<file path="config.mk">
export PLATFORM = sky130hd
export DESIGN_NAME = bitstream_classifier_flat
export DESIGN_NICKNAME = d
export VERILOG_FILES = /design/src/rtl/bitstream_classifier_if.sv /design/src/rtl/bitstream_classifier.sv /design/src/flat_wrapper.sv
export SDC_FILE = /design/constraint.sdc
export NUM_CORES = 1
export LEC_CHECK = 0
export CORE_ASPECT_RATIO = 1.75
export CORE_MARGIN = 8
export CORE_UTILIZATION = 55
export CTS_CLUSTER_DIAMETER = 40
export DETAILED_ROUTE_END_ITERATION = 6
export GPL_TIMING_DRIVEN = 0
export PLACE_DENSITY = 0.86
export SYNTH_ARGS = -nofsm -noshare
export SYNTH_HDL_FRONTEND = slang
export SYNTH_SLANG_ARGS = --single-unit
</file>
<file path="constraint.sdc">
create_clock -name clk -period 4.7 [get_ports clk]
set_input_delay 0.705 -clock clk [delete_from_list [all_inputs] [get_ports clk]]
set_output_delay 0.705 -clock clk [all_outputs]
set_load 0.01 [all_outputs]
</file>
<file path="src/rtl/bitstream_classifier_if.sv">
// Handshake/bus bundle between the classifier and its requester/consumer.
// Latency: none (wires only).
// Backpressure: result_ready from the consumer holds the result in place.
interface bitstream_classifier_if #(
  parameter int OUTPUT_SIZE = 3,
  parameter int WINDOW      = 256
);
  localparam int COUNT_W = $clog2(WINDOW + 1);
  localparam int CLASS_W = (OUTPUT_SIZE > 1) ? $clog2(OUTPUT_SIZE) : 1;

  logic                   start;
  logic [OUTPUT_SIZE-1:0] bitstream_in;
  logic                   busy;
  logic                   result_valid;
  logic                   result_ready;
  logic [CLASS_W-1:0]     class_out;
  logic [COUNT_W-1:0]     class_count;
  logic                   tie;

  // Requester/consumer side.
  modport master (
    output start, bitstream_in, result_ready,
    input  busy, result_valid, class_out, class_count, tie
  );

  // Classifier side.
  modport slave (
    input  start, bitstream_in, result_ready,
    output busy, result_valid, class_out, class_count, tie
  );
endinterface

</file>
<file path="src/rtl/bitstream_classifier.sv">
// Counts ones per channel over a window after a discard period, then argmax.
// Latency: start at edge t -> result_valid visible in cycle t+DISCARD+WINDOW+OUTPUT_SIZE+1.
// Backpressure: result held in HOLD until result_valid & result_ready; start ignored unless IDLE.
module bitstream_classifier #(
  parameter int OUTPUT_SIZE = 3,
  parameter int WINDOW      = 256,
  parameter int DISCARD     = 4
) (
  input  logic                   clk,
  input  logic                   rst,
  bitstream_classifier_if.slave  bus
);
  localparam int COUNT_W = $clog2(WINDOW + 1);
  localparam int CLASS_W = (OUTPUT_SIZE > 1) ? $clog2(OUTPUT_SIZE) : 1;
  // One cycle counter is shared by the DISCARD, COUNT and SCAN phases.
  localparam int MAX_CYC = (WINDOW > DISCARD)
                           ? ((WINDOW > OUTPUT_SIZE) ? WINDOW : OUTPUT_SIZE)
                           : ((DISCARD > OUTPUT_SIZE) ? DISCARD : OUTPUT_SIZE);
  localparam int CYC_W   = $clog2(MAX_CYC + 1);

  typedef enum logic [2:0] {
    S_IDLE    = 3'd0,
    S_DISCARD = 3'd1,
    S_COUNT   = 3'd2,
    S_SCAN    = 3'd3,
    S_HOLD    = 3'd4
  } state_t;

  state_t             state_q, state_d;
  logic [CYC_W-1:0]   cyc_q, cyc_d;
  logic [COUNT_W-1:0] cnt_q [OUTPUT_SIZE];
  logic [COUNT_W-1:0] cnt_d [OUTPUT_SIZE];
  logic [COUNT_W-1:0] best_q, best_d;
  logic [CLASS_W-1:0] cls_q, cls_d;
  logic               tie_q, tie_d;
  logic [COUNT_W-1:0] scan_val;
  logic               last_disc, last_win, last_scan;

  assign last_disc = (cyc_q == CYC_W'(DISCARD - 1));
  assign last_win  = (cyc_q == CYC_W'(WINDOW - 1));
  assign last_scan = (cyc_q == CYC_W'(OUTPUT_SIZE - 1));

  // State register; reset abandons any inference in flight.
  always_ff @(posedge clk) begin
    if (rst) begin
      state_q <= S_IDLE;
    end else begin
      state_q <= state_d;
    end
  end

  // Next-state: phase lengths are all measured by the shared cycle counter.
  always_comb begin
    state_d = state_q;
    case (state_q)
      S_IDLE:    if (bus.start) state_d = (DISCARD > 0) ? S_DISCARD : S_COUNT;
      S_DISCARD: if (last_disc) state_d = S_COUNT;
      S_COUNT:   if (last_win) state_d = S_SCAN;
      S_SCAN:    if (last_scan) state_d = S_HOLD;
      S_HOLD:    if (bus.result_ready) state_d = S_IDLE;
      default:   state_d = S_IDLE;
    endcase
  end

  // Datapath: clear on start, accumulate during COUNT, one channel per SCAN cycle.
  always_comb begin
    cyc_d    = cyc_q;
    cnt_d    = cnt_q;
    best_d   = best_q;
    cls_d    = cls_q;
    tie_d    = tie_q;
    scan_val = '0;
    for (int k = 0; k < OUTPUT_SIZE; k++) begin
      if (cyc_q == CYC_W'(k)) scan_val = cnt_q[k];
    end
    case (state_q)
      S_IDLE: begin
        if (bus.start) begin
          cyc_d = '0;
          for (int k = 0; k < OUTPUT_SIZE; k++) cnt_d[k] = '0;
        end
      end
      S_DISCARD: begin
        cyc_d = last_disc ? '0 : cyc_q + CYC_W'(1);
      end
      S_COUNT: begin
        for (int k = 0; k < OUTPUT_SIZE; k++) begin
          cnt_d[k] = cnt_q[k] + COUNT_W'(bus.bitstream_in[k]);
        end
        cyc_d = last_win ? '0 : cyc_q + CYC_W'(1);
      end
      S_SCAN: begin
        // Strict greater-than keeps the lowest index on equal counts.
        if (cyc_q == '0) begin
          best_d = scan_val;
          cls_d  = '0;
          tie_d  = 1'b0;
        end else if (scan_val > best_q) begin
          best_d = scan_val;
          cls_d  = CLASS_W'(cyc_q);
          tie_d  = 1'b0;
        end else if (scan_val == best_q) begin
          tie_d  = 1'b1;
        end
        cyc_d = cyc_q + CYC_W'(1);
      end
      default: ;
    endcase
  end

  // Datapath registers.
  always_ff @(posedge clk) begin
    if (rst) begin
      cyc_q  <= '0;
      best_q <= '0;
      cls_q  <= '0;
      tie_q  <= 1'b0;
      for (int k = 0; k < OUTPUT_SIZE; k++) cnt_q[k] <= '0;
    end else begin
      cyc_q  <= cyc_d;
      best_q <= best_d;
      cls_q  <= cls_d;
      tie_q  <= tie_d;
      cnt_q  <= cnt_d;
    end
  end

  // Outputs: result fields hold their last values outside HOLD.
  always_comb begin
    bus.busy         = (state_q != S_IDLE);
    bus.result_valid = (state_q == S_HOLD);
    bus.class_out    = cls_q;
    bus.class_count  = best_q;
    bus.tie          = tie_q;
  end
endmodule

</file>
<file path="src/flat_wrapper.sv">
// flat-port wrapper written by rule: the top's interface ports become plain ports
module bitstream_classifier_flat 
#(
  parameter int OUTPUT_SIZE = 3,
  parameter int WINDOW      = 256,
  parameter int DISCARD     = 4
)
  (clk, rst, bus_start, bus_bitstream_in, bus_result_ready, bus_busy, bus_result_valid, bus_class_out, bus_class_count, bus_tie);
  bitstream_classifier_if #(.OUTPUT_SIZE(OUTPUT_SIZE), .WINDOW(WINDOW)) bus_i ();
  input  logic clk;
  input  logic rst;
  input wire logic [$bits(bus_i.start)-1:0] bus_start;
  input wire logic [$bits(bus_i.bitstream_in)-1:0] bus_bitstream_in;
  input wire logic [$bits(bus_i.result_ready)-1:0] bus_result_ready;
  output wire logic [$bits(bus_i.busy)-1:0] bus_busy;
  output wire logic [$bits(bus_i.result_valid)-1:0] bus_result_valid;
  output wire logic [$bits(bus_i.class_out)-1:0] bus_class_out;
  output wire logic [$bits(bus_i.class_count)-1:0] bus_class_count;
  output wire logic [$bits(bus_i.tie)-1:0] bus_tie;
  assign bus_i.start = bus_start;
  assign bus_i.bitstream_in = bus_bitstream_in;
  assign bus_i.result_ready = bus_result_ready;
  assign bus_busy = bus_i.busy;
  assign bus_result_valid = bus_i.result_valid;
  assign bus_class_out = bus_i.class_out;
  assign bus_class_count = bus_i.class_count;
  assign bus_tie = bus_i.tie;
  bitstream_classifier #(.OUTPUT_SIZE(OUTPUT_SIZE), .WINDOW(WINDOW), .DISCARD(DISCARD)) u_core (.clk(clk), .rst(rst), .bus(bus_i));
endmodule
</file>
==> flow_summary_export.csv, run 1 <==
group,metric,value,unit
timing,hold_viol,0,
logic_synthesis,synth-seq-area-share,0.3301,
die,chipHeight,115.2,microns
route,detailedRoute.firstIterationViolations,256,
timing,relSlewSlack,0.2318,
logic_synthesis,netlist_instances,384,
grt,global_route_wire_length_before_repair,13400,microns
logic_synthesis,synth_warnings,0,
logic_synthesis,dominant_combinational_cell_family_by_area_after_synthesis,"simple AND/OR/NAND/NOR gates",
die,initial_utilization,0.5628,
route,avgRoutedWirePerCell,16.46,microns
logic_synthesis,postSynthAreaPerCell,8.055,sq um
clocking,clk_latency,0.32,ns
run,cap_viol_max_count,0,
timing,least_margin_pin_slew,1.136,ns
finish,layout.core_utilization,0.6352,
setup_path,critical_path.endpoint_type,"flip-flop",
clocking,total_cts_buffers,5,
clocking,clock_sink_count,51,
die,die_area,0.008373,sq mm
timing,final.setup_skew,0.01055,ns
logic_synthesis,synthTopCellsByArea,"dfxtp_1 33%, ha_1 8.5%, a21oi_1 5.8%",
timing,finalSetupTns,0,ns
finish,flow.area_growth_from_synthesis,12.86,%
logic_synthesis,synthSimpleGateAreaFrac,0.2747,
clocking,htree_levels,2,
timing,post-route-period-util,0.8693,
clocking,clock_pin_slew_worst_setup_and_hold_paths,0.10,ns
min_path,worst_hold_startpoint,"u_core.bus.class_count[6]$_SDFFE_PP0P_",
finish,finalNetCount,439,
logic_synthesis,synth_top_flop_cell,"dfxtp_1",
run_status,run_status,"completed",
timing,final-setup-viol-count,0,
grt,grt.overflow.total,0,
placed_design,hpwl_after_dpl,6104,microns
clocking,clock_path_buffers,2,
power_and_ir_drop,max_rail_drop_vdd,0.1990,mV
logic_synthesis,ys_ff_latch,51,
finish,fill_cells,486,
finish,diodes_inserted,0,
route,drt_pre_antenna_iters,4,
grt,antenna_found_initial,0,
grt,vias_in_the_first_global_route,2996,
power_and_ir_drop,power-per-cell-area,243.7,mW/mm^2
setup_path,worstSetupStartpoint,"u_core.cyc_q[0]$_SDFFE_PP0P_",
die,cell_rows,36,
clocking,cts_setup_buffers,0,
finish,drive_gt1_frac,0.06083,
timing,max_freq,244.8,MHz
min_path,hold_path_class,"reg2reg",
setup_path,criticalPathCategory,"reg2reg",
logic_synthesis,synth.net_count,412,
setup_path,crit_required,4.88,ns
power_and_ir_drop,p_leak,0.001199,uW
grt,grt_util_overall,0.1993,
route,met2_wirelength,4161,microns
die,die_width,72.69,microns
logic_synthesis,synthesized_area_fraction_occupied_by_ao_oa_aoi_and_oai_cells,0.1922,
die,floorplan.core_area,0.005495,sq mm
logic_synthesis,edff_count_synth,0,
clocking,cts_hold_buffers,0,
setup_path,worst_r2r_src,"u_core.cyc_q[0]$_SDFFE_PP0P_",
route,drt-met1-wl,3080,microns
grt,grt_start_max_net_pins,15,
route,wl_met3,332,microns
route,highest_layer,"met4",
timing,timing_max_transition_violations_final,0,
logic_synthesis,netlist.top_cell.by_area,"dfxtp_1",
logic_synthesis,synth-adder-area-share,0.08495,
route,ant_nets,0,
setup_path,critical_path_maximum_fanout,8,
route,detail_route.drc_violations,0,
route,routed_vias_inst,6.218,
timing,grt_setup_unrepaired,"no",
route,num_vias,3028,
timing,final.min_clock_period,4.086,ns
route,postRouteWirelength,8016,microns
die,boundaryPins,21,
logic_synthesis,synth_cell_type_count,51,
clocking,cts_tree,"yes",
clocking,postCtsResizedCells,0,
logic_synthesis,synth-async-reset-ratio,0,
clocking,clk_root_buffer_cell,"clkbuf_8",
logic_synthesis,synth_top_area_share,0.3301,
logic_synthesis,mapped_cell_area,0.003093,sq mm
setup_path,cp.arrival,4.27,ns
logic_synthesis,yosys.area_share.xor_xnor,0.01416,
logic_synthesis,synth_mux_area_frac,0.04652,
setup_path,startpoint_type,"flip-flop",
placed_design,io_buffers,20,
placed_design,place_congestion,0.9570,
[synth_stat cells (2+ instances only)]
library cell and count:
nand4_1 15, nor4_1 7, nor2_1 22, a22oi_1 2, clkbuf_1 13, and3_1 3
nand2b_1 2, buf_6 2, xnor2_1 2, nand2_1 41, nor3_1 9, a31oi_1 5
ha_1 21, nor4_2 2, nor3b_1 3, and2_1 4, a21o_1 2, a211o_1 2
dfxtp_1 51, nand3b_1 2, a211oi_1 3, a2111oi_0 2, or3_1 12, a31oi_2 7
xor2_1 3, a21oi_1 36, nand3_1 30, mux2_2 2, nor2b_1 3, inv_1 25
o31ai_1 2, o21ai_0 11, o211ai_1 9, mux2i_1 11, a22o_1 2
[layer usage]
metal  up-vias  GRT usage
met3        41    0.03581
li1       1461          -
met4         0     0.1438
met5         -          0
met2       105     0.3607
met1      1421     0.1942
[metrics by stage]
stage / worst slack, ns / total power, uW / instance area (sq um) / instances / hold WS (ns)
2_1_floorplan: 1.472 / 519.4 / 3093 / 384 / 0.4638
3_3_place_gp: 0.7632 / 547.7 / 3388 / 480 / 0.4566
3_5_place_dp: 0.6703 / 551.2 / 3388 / 480 / 0.4686
4_1_cts: 0.6491 / 849.3 / 3491 / 487 / 0.4821
5_1_grt: 0.1538 / 879.1 / 3491 / 487 / 0.5010
6_report: 0.6143 / 850.7 / 3491 / 487 / 0.4779
[layout by cell type, fill, tap and decap left out, types with 14 or more instances in the layout]
cell             count
a21oi_1             36
nand2_1             41
clkbuf_1            14
clkdlybuf4s50_1     20
nand3_1             30
nand4_1             15
ha_1                21
nor2_1              22
dfxtp_1             51
inv_1               25
[path summary, 6_finish.rpt]
kind | cells past startpoint | endpoint | slack, ns
hold / removal | 2 | u_core.bus.class_count[6]$_SDFFE_PP0P_ | 0.48
hold reg to reg | 2 | u_core.bus.class_count[6]$_SDFFE_PP0P_ | 0.48
setup / recovery | 10 | u_core.bus.class_count[3]$_SDFFE_PP0P_ | 0.61
setup reg to reg | 10 | u_core.bus.class_count[3]$_SDFFE_PP0P_ | 0.61
[logic make-up after synthesis]
group,Yosys count
simple gates,161
compound gates,89
flops,51
buf+inv,43
fa+ha+maj,21
mux,14
xor+xnor,5
[state kept, by name, summed over array words and instances (netlist names)]
signal and flops:
u_core.state_q 3, u_core.bus.class_count 9, u_core.cnt_q 27, u_core.bus.class_out 2, u_core.bus.tie 1, u_core.cyc_q 9
[worst max-delay path, stage by stage, from the launching register on]
cell      delay (ns)
dfxtp_1         0.49
ha_1            0.29
nor4b_1         0.93
nand3_1         0.23
a31oi_2         0.28
ha_1            0.29
a21oi_1         0.14
o21ai_0         0.16
a211oi_1        0.62
o21ai_2         0.33
mux2i_1         0.18
[area by class of cell]
| class | count | area, sq um | share of cell area |
|---|---|---|---|
| well taps | 76 | 95.09 | 0.02724 |
| plain buffers | 17 | 80.08 | 0.02294 |
| clock inverters | 1 | 30.03 | 0.008602 |
| inverters | 26 | 97.59 | 0.02796 |
| flip-flops and latches | 51 | 1021 | 0.2925 |
| repair buffers | 20 | 200.2 | 0.05735 |
| clock buffers | 6 | 72.57 | 0.02079 |
| multi-input cells | 290 | 1894 | 0.5427 |
[where the power goes]
part	switching (uW)	internal [uW]
clock network	151	156
registers	3.48	435
logic	71.4	33.9
total	226	625
Note: power is estimated with default switching activity, not from simulation.
==> run 2: changes to the inputs <==
--- a/config.mk
+++ b/config.mk
@@ -5,6 +5,7 @@
 export SDC_FILE = /design/constraint.sdc
 export NUM_CORES = 1
 export LEC_CHECK = 0
+export ABC_AREA = 1
 export CORE_ASPECT_RATIO = 1.75
 export CORE_MARGIN = 8
 export CORE_UTILIZATION = 55
==> flow_summary_export.csv, run 2 <==
group,metric,value,unit
run_status,run_status,"completed",
logic_synthesis,ys_ff_latch,51,
grt,grt.overflow.total,0,
logic_synthesis,netlist_instances,494,
placed_design,dpl-instance-area,0.003606,sq mm
route,num_vias,3258,
placed_design,hpwl_after_dpl,6191,microns
route,avgRoutedWirePerCell,13.31,microns
clocking,postCtsResizedCells,0,
logic_synthesis,netlist.top_cell.by_area,"dfxtp_1",
setup_path,critical_path_maximum_fanout,10,
power_and_ir_drop,max_rail_drop_vdd,0.3273,mV
timing,max_freq,351.5,MHz
logic_synthesis,postSynthAreaPerCell,6.717,sq um
run,cap_viol_max_count,0,
finish,finalNetCount,548,
power_and_ir_drop,p_leak,0.001564,uW
placed_design,io_buffers,19,
timing,timing_max_transition_violations_final,0,
die,initial_utilization,0.5644,
logic_synthesis,synth_top_flop_cell,"dfxtp_1",
grt,grt_start_max_net_pins,16,
finish,finish.instance_area,0.003724,sq mm
power_and_ir_drop,power.internal,948.8,uW
timing,final-setup-viol-count,0,
logic_synthesis,synthTopCellsByArea,"dfxtp_1 31%, nand2_1 14%, ha_1 7.9%",
die,chipHeight,118.8,microns
die,die_width,74.72,microns
logic_synthesis,synth_top_area_share,0.3077,
placed_design,place_congestion,0.8851,
clocking,clk_root_buffer_cell,"clkbuf_8",
finish,largest_register,"u_core.cnt_q",
grt,grt_util_overall,0.1881,
logic_synthesis,synth.net_count,522,
finish,mostFrequentLayoutCell,"nand2_1",
timing,relSlewSlack,0.6204,
route,postRouteWirelength,7973,microns
timing,fin_hold_ws,0.4662,ns
route,drt_pre_antenna_iters,4,
finish,layout.cells.most_common_list,"122 x nand2_1, 67 x inv_1, 51 x dfxtp_1, 50 x nand3_1, 45 x nor2_1",
power_and_ir_drop,power_frac_clock,0.195,
clocking,cts_tree,"yes",
die,cell_rows,37,
power_and_ir_drop,combPwrFrac,0.503,
logic_synthesis,synth-seq-area-share,0.3077,
setup_path,criticalPathCategory,"reg2reg",
clocking,clock_sink_count,51,
clocking,total_cts_buffers,5,
timing,final.setup_skew,0.01285,ns
power_and_ir_drop,power-per-cell-area,444.1,mW/mm^2
setup_path,critical_path.endpoint_type,"flip-flop",
route,detailedRoute.firstIterationViolations,258,
timing,finalSetupTns,0,ns
finish,flow.area_growth_from_synthesis,12.22,%
timing,post-route-period-util,0.6053,
grt,vias_in_the_first_global_route,3213,
grt,antenna_found_initial,0,
clocking,clk_latency,0.31,ns
setup_path,cp.arrival,3.06,ns
logic_synthesis,ys_top_cells_by_count,"122 x nand2_1, 67 x inv_1, 51 x dfxtp_1",
min_path,hold_path_class,"reg2reg",
clocking,cts_hold_buffers,0,
power_and_ir_drop,sw_frac_of_total,0.4263,
clocking,cts_setup_buffers,0,
logic_synthesis,mapped_cell_area,0.003318,sq mm
power_and_ir_drop,total_switching_power,704.9,uW
grt,global_route_wire_length_before_repair,13350,microns
route,ant_nets,0,
clocking,clock_pin_slew_worst_setup_and_hold_paths,0.10,ns
die,floorplan.core_area,0.005879,sq mm
setup_path,crit_required,4.92,ns
timing,least_margin_pin_slew,0.5668,ns
logic_synthesis,synth_cell_type_count,40,
logic_synthesis,synth_warnings,0,
timing,final.min_clock_period,2.845,ns
timing,hold_viol,0,
clocking,htree_levels,2,
route,routed_vias_inst,5.439,
die,boundaryPins,21,
finish,diodes_inserted,0,
setup_path,startpoint_type,"flip-flop",
route,detail_route.drc_violations,0,
logic_synthesis,synthMostInstantiatedCell,"nand2_1",
finish,largest_register_ffs,27,
logic_synthesis,synth-async-reset-ratio,0,
clocking,clock_path_buffers,2,
power_and_ir_drop,sequentialPowerShare,0.303,
logic_synthesis,edff_count_synth,0,
die,die_area,0.008872,sq mm
timing,grt_setup_unrepaired,"no",
finish,drive_gt1_frac,0.1132,
[run 2: cell types whose count changed in the layout (fill, tap and decap cells not counted), moves of 10 or more]
cell	before	now
clkbuf_1	14	4
inv_1	25	67
inv_2	0	10
mux2i_1	11	0
nand2_1	41	122
nand3_1	30	50
nand4_1	15	3
nor2_1	22	45
or3_1	12	0
[run 2: per-stage QoR]
step	util	power [uW]	std cells	worst slack [ns]
2_1_floorplan	-	1117	494	2.352
5_1_grt	0.6333	1765	599	1.599
3_5_place_dp	0.6133	1339	591	1.888
4_1_cts	0.6333	1665	599	1.828
3_3_place_gp	0.6133	1310	591	1.962
6_report	0.6333	1654	599	1.855
[run 2: logic make-up after synthesis]
group | Yosys count | share of synthesized area
AND/OR/NAND/NOR | 254 | 0.3503
buffers and inverters | 94 | 0.1271
AO/OA/AOI/OAI | 72 | 0.1305
flip-flops | 51 | 0.3077
adder cells (fa/ha/maj) | 21 | 0.07918
XOR/XNOR | 2 | 0.005280
[run 2: power groups by stage]
stage	clock [uW]	combinational [uW]	sequential, uW
detailed placement	0	829	510
floorplan	0	604	513
CTS	330	834	500
finish	322	831	500
global route	338	919	507
global placement	0	802	508
[run 2: per-layer routing]
layer | wire, microns | GRT usage | up-vias
met4 | 394 | 0.1309 | 0
met1 | 2960 | 0.1856 | 1481
li1 | - | - | 1644
met5 | 0 | 0 | -
met2 | 4214 | 0.3350 | 99
met3 | 404 | 0.03048 | 34
[run 2: final timing paths]
check | startpoint | slack (ns) | end | depth (start not counted)
max | u_core.cyc_q[0]$_SDFFE_PP0P_ | 1.86 | u_core.bus.class_count[8]$_SDFFE_PP0P_ | 18
min | u_core.cyc_q[6]$_SDFFE_PP0P_ | 0.47 | u_core.cyc_q[6]$_SDFFE_PP0P_ | 2
max reg2reg | u_core.cyc_q[0]$_SDFFE_PP0P_ | 1.86 | u_core.bus.class_count[8]$_SDFFE_PP0P_ | 18
min reg2reg | u_core.cyc_q[6]$_SDFFE_PP0P_ | 0.47 | u_core.cyc_q[6]$_SDFFE_PP0P_ | 2
[run 2: layout make-up]
class                           instances  area [sq um]
Fill cell                             531          2156
Multi-Input combinational cell        349          1876
Sequential cell                        51          1021
Inverter                               79         310.3
Timing Repair Buffer                   19         190.2
Buffer                                 15         111.4
Tap cell                               78         97.59
Clock buffer                            6         82.58
Clock inverter                          2         35.03
[run 2: worst max-delay path, cell delays in order, from the launching register on]
cell and delay, ns:
dfxtp_1 0.46, ha_1 0.20, nand2_2 0.07, nor2_4 0.25, buf_6 0.19, nand3_1 0.11, nand3_1 0.11, nand2_1 0.07
inv_1 0.07, ha_1 0.24, nand2_1 0.10, inv_1 0.04, a21oi_1 0.18, nand3_1 0.13, nand2_1 0.09, nand2_2 0.09
buf_6 0.15, a21oi_1 0.14, nor2_1 0.06
==> run 3: changes to the inputs <==
--- a/config.mk
+++ b/config.mk
@@ -8,11 +8,11 @@
 export ABC_AREA = 1
 export CORE_ASPECT_RATIO = 1.75
 export CORE_MARGIN = 8
-export CORE_UTILIZATION = 55
+export CORE_UTILIZATION = 54
 export CTS_CLUSTER_DIAMETER = 40
 export DETAILED_ROUTE_END_ITERATION = 6
 export GPL_TIMING_DRIVEN = 0
-export PLACE_DENSITY = 0.86
+export PLACE_DENSITY = 0.88
 export SYNTH_ARGS = -nofsm -noshare
 export SYNTH_HDL_FRONTEND = slang
 export SYNTH_SLANG_ARGS = --single-unit
==> constraint.sdc (replaced) <==
create_clock -name clk -period 2.4 [get_ports clk]
set_input_delay 0.36 -clock clk [delete_from_list [all_inputs] [get_ports clk]]
set_output_delay 0.36 -clock clk [all_outputs]
set_load 0.01 [all_outputs]
==> flow_summary_export.csv, run 3 (same netlist as run 2, synthesis figures left out) <==
group,metric,value,unit
clocking,clock_pin_slew_worst_setup_and_hold_paths,0.10,ns
clocking,htree_levels,2,
route,drt_pre_antenna_iters,7,
finish,layout.cells.most_common_list,"101 x nand2_1, 51 x inv_1, 44 x dfxtp_1, 37 x nor2_1, 30 x nand3_1",
die,floorplan.core_area,0.006086,sq mm
timing,hold_viol,0,
power_and_ir_drop,p_leak,0.001783,uW
setup_path,cp.arrival,3.00,ns
die,initial_utilization,0.5452,
route,ant_nets,0,
finish,diodes_inserted,0,
grt,grt.overflow.total,0,
finish,finalNetCount,579,
grt,vias_in_the_first_global_route,3760,
timing,least_margin_pin_slew,0.8171,ns
placed_design,io_buffers,19,
route,routed_vias_inst,6.169,
die,die_area,0.009008,sq mm
finish,fill_cells,406,
route,detail_route.drc_violations,1,
timing,final-setup-viol-count,12,
timing,final.min_clock_period,2.776,ns
route,postRouteWirelength,12670,microns
power_and_ir_drop,power-per-cell-area,986.0,mW/mm^2
grt,antenna_found_initial,0,
setup_path,critical_path_maximum_fanout,6,
power_and_ir_drop,report.power.total,4394,uW
grt,grt_start_max_net_pins,15,
timing,timing_max_transition_violations_final,0,
run_status,run_status,"complete, but fails checks",
clocking,cts_hold_buffers,0,
min_path,hold_path_class,"reg2reg",
clocking,clk_root_buffer_cell,"clkbuf_8",
clocking,clock_path_buffers,2,
timing,max_freq,360.2,MHz
timing,final.setup_skew,0.01822,ns
setup_path,startpoint_type,"flip-flop",
placed_design,hpwl_after_dpl,6399,microns
run_status,failing_checks,"design-rule violations, negative setup slack",
setup_path,criticalPathCategory,"reg2reg",
timing,post-route-period-util,1.157,
route,avgRoutedWirePerCell,20.05,microns
route,detailedRoute.firstIterationViolations,488,
setup_path,crit_required,2.62,ns
clocking,clk_latency,0.33,ns
timing,setup_slack,-0.3760,ns
finish,flow.area_growth_from_synthesis,34.31,%
timing,relSlewSlack,0.4527,
timing,grt_setup_unrepaired,"yes",
clocking,total_cts_buffers,5,
clocking,clock_sink_count,51,
run,cap_viol_max_count,0,
finish,mostFrequentLayoutCell,"nand2_1",
route,num_vias,3899,
placed_design,place_congestion,0.9210,
finish,layout.core_utilization,0.7323,
finish,largest_register_ffs,27,
power_and_ir_drop,max_rail_drop_vdd,0.5923,mV
clocking,cts_tree,"yes",
finish,drive_gt1_frac,0.3261,
setup_path,critical_path.endpoint_type,"flip-flop",
die,chipHeight,119.7,microns
grt,global_route_wire_length_before_repair,17950,microns
die,cell_rows,38,
grt,grt_util_overall,0.2591,
finish,largest_register,"u_core.cnt_q",
die,die_width,75.26,microns
die,boundaryPins,21,
[run 3: changes by cell type in the layout (fill, tap and decap cells not counted), moves of 12 or more]
cell	change
inv_2	+13
ha_1	-12
nand3_2	+15
buf_4	+23
ha_4	+12
nand2_1	-21
nand2_2	+13
nand3_1	-20
inv_1	-16
[run 3: cell type report]
class,count,area (sq um),share of cell area
clock buffers,7,76.32,0.01713
repair buffers,48,442.9,0.09938
multi-input cells,351,2359,0.5292
clock inverters,1,5.005,0.001123
inverters,79,320.3,0.07187
well taps,80,100.1,0.02246
plain buffers,15,118.9,0.02667
flip-flops and latches,51,1035,0.2322
[run 3: path summary, 6_finish.rpt]
kind                                start                                      to  slack, ns  cells past startpoint
min reg2reg  u_core.cyc_q[6]$_SDFFE_PP0P_            u_core.cyc_q[6]$_SDFFE_PP0P_       0.47                      2
max reg2reg  u_core.cyc_q[1]$_SDFFE_PP0P_  u_core.bus.class_count[4]$_SDFFE_PP0P_      -0.38                     19
min          u_core.cyc_q[6]$_SDFFE_PP0P_            u_core.cyc_q[6]$_SDFFE_PP0P_       0.47                      2
max          u_core.cyc_q[1]$_SDFFE_PP0P_  u_core.bus.class_count[4]$_SDFFE_PP0P_      -0.38                     19
[run 3: metrics by stage]
step / setup slack (ns) / hold WS, ns / area, sq um / cells / setup TNS (ns)
floorplan: 0.05247 / 0.4396 / 3318 / 494 / 0
global placement: -0.2574 / 0.4483 / 3608 / 593 / -2.851
detailed placement: -0.3275 / 0.4584 / 3608 / 593 / -3.737
CTS: -0.05984 / 0.4560 / 4249 / 626 / -0.5880
global route: -0.4806 / 0.4926 / 4457 / 632 / -5.521
finish: -0.3760 / 0.4737 / 4457 / 632 / -3.712
[run 3: worst max-delay path, stage by stage, from the launching register on]
cell	delay, ns
dfxtp_4	0.38
inv_6	0.08
ha_4	0.13
nand2_4	0.05
nor2_4	0.22
buf_6	0.19
nand3_2	0.08
nand3_2	0.07
nand2_2	0.08
inv_2	0.10
ha_4	0.21
nand2_4	0.12
inv_2	0.05
a21oi_2	0.14
nand3_2	0.11
nand2_2	0.11
nand2_4	0.09
buf_6	0.15
a21oi_1	0.21
nor2_1	0.08
[run 3: power by group]
part           total, uW  switching (uW)  internal (uW)  leakage (uW)
clock                518             312            206     0.0000422
combinational       2870            1730           1140       0.00132
sequential          1010            87.1            923      0.000416
[run 3: layer usage]
metal | wire length [microns] | share of wire | GRT usage | vias up
li1 | - | - | - | 1711
met1 | 3994 | 0.32 | 0.2580 | 1768
met2 | 6454 | 0.51 | 0.4576 | 309
met3 | 1156 | 0.091 | 0.05764 | 111
met4 | 1067 | 0.084 | 0.1622 | 0
met5 | 0 | 0 | 0 | -
[run 3: what timing repair did]
action	4_1_cts	5_1_grt
gates resized for setup	91	44
endpoints found under the setup margin	12	24
setup buffers	19	6
gates cloned	6	0
pin swaps	28	22
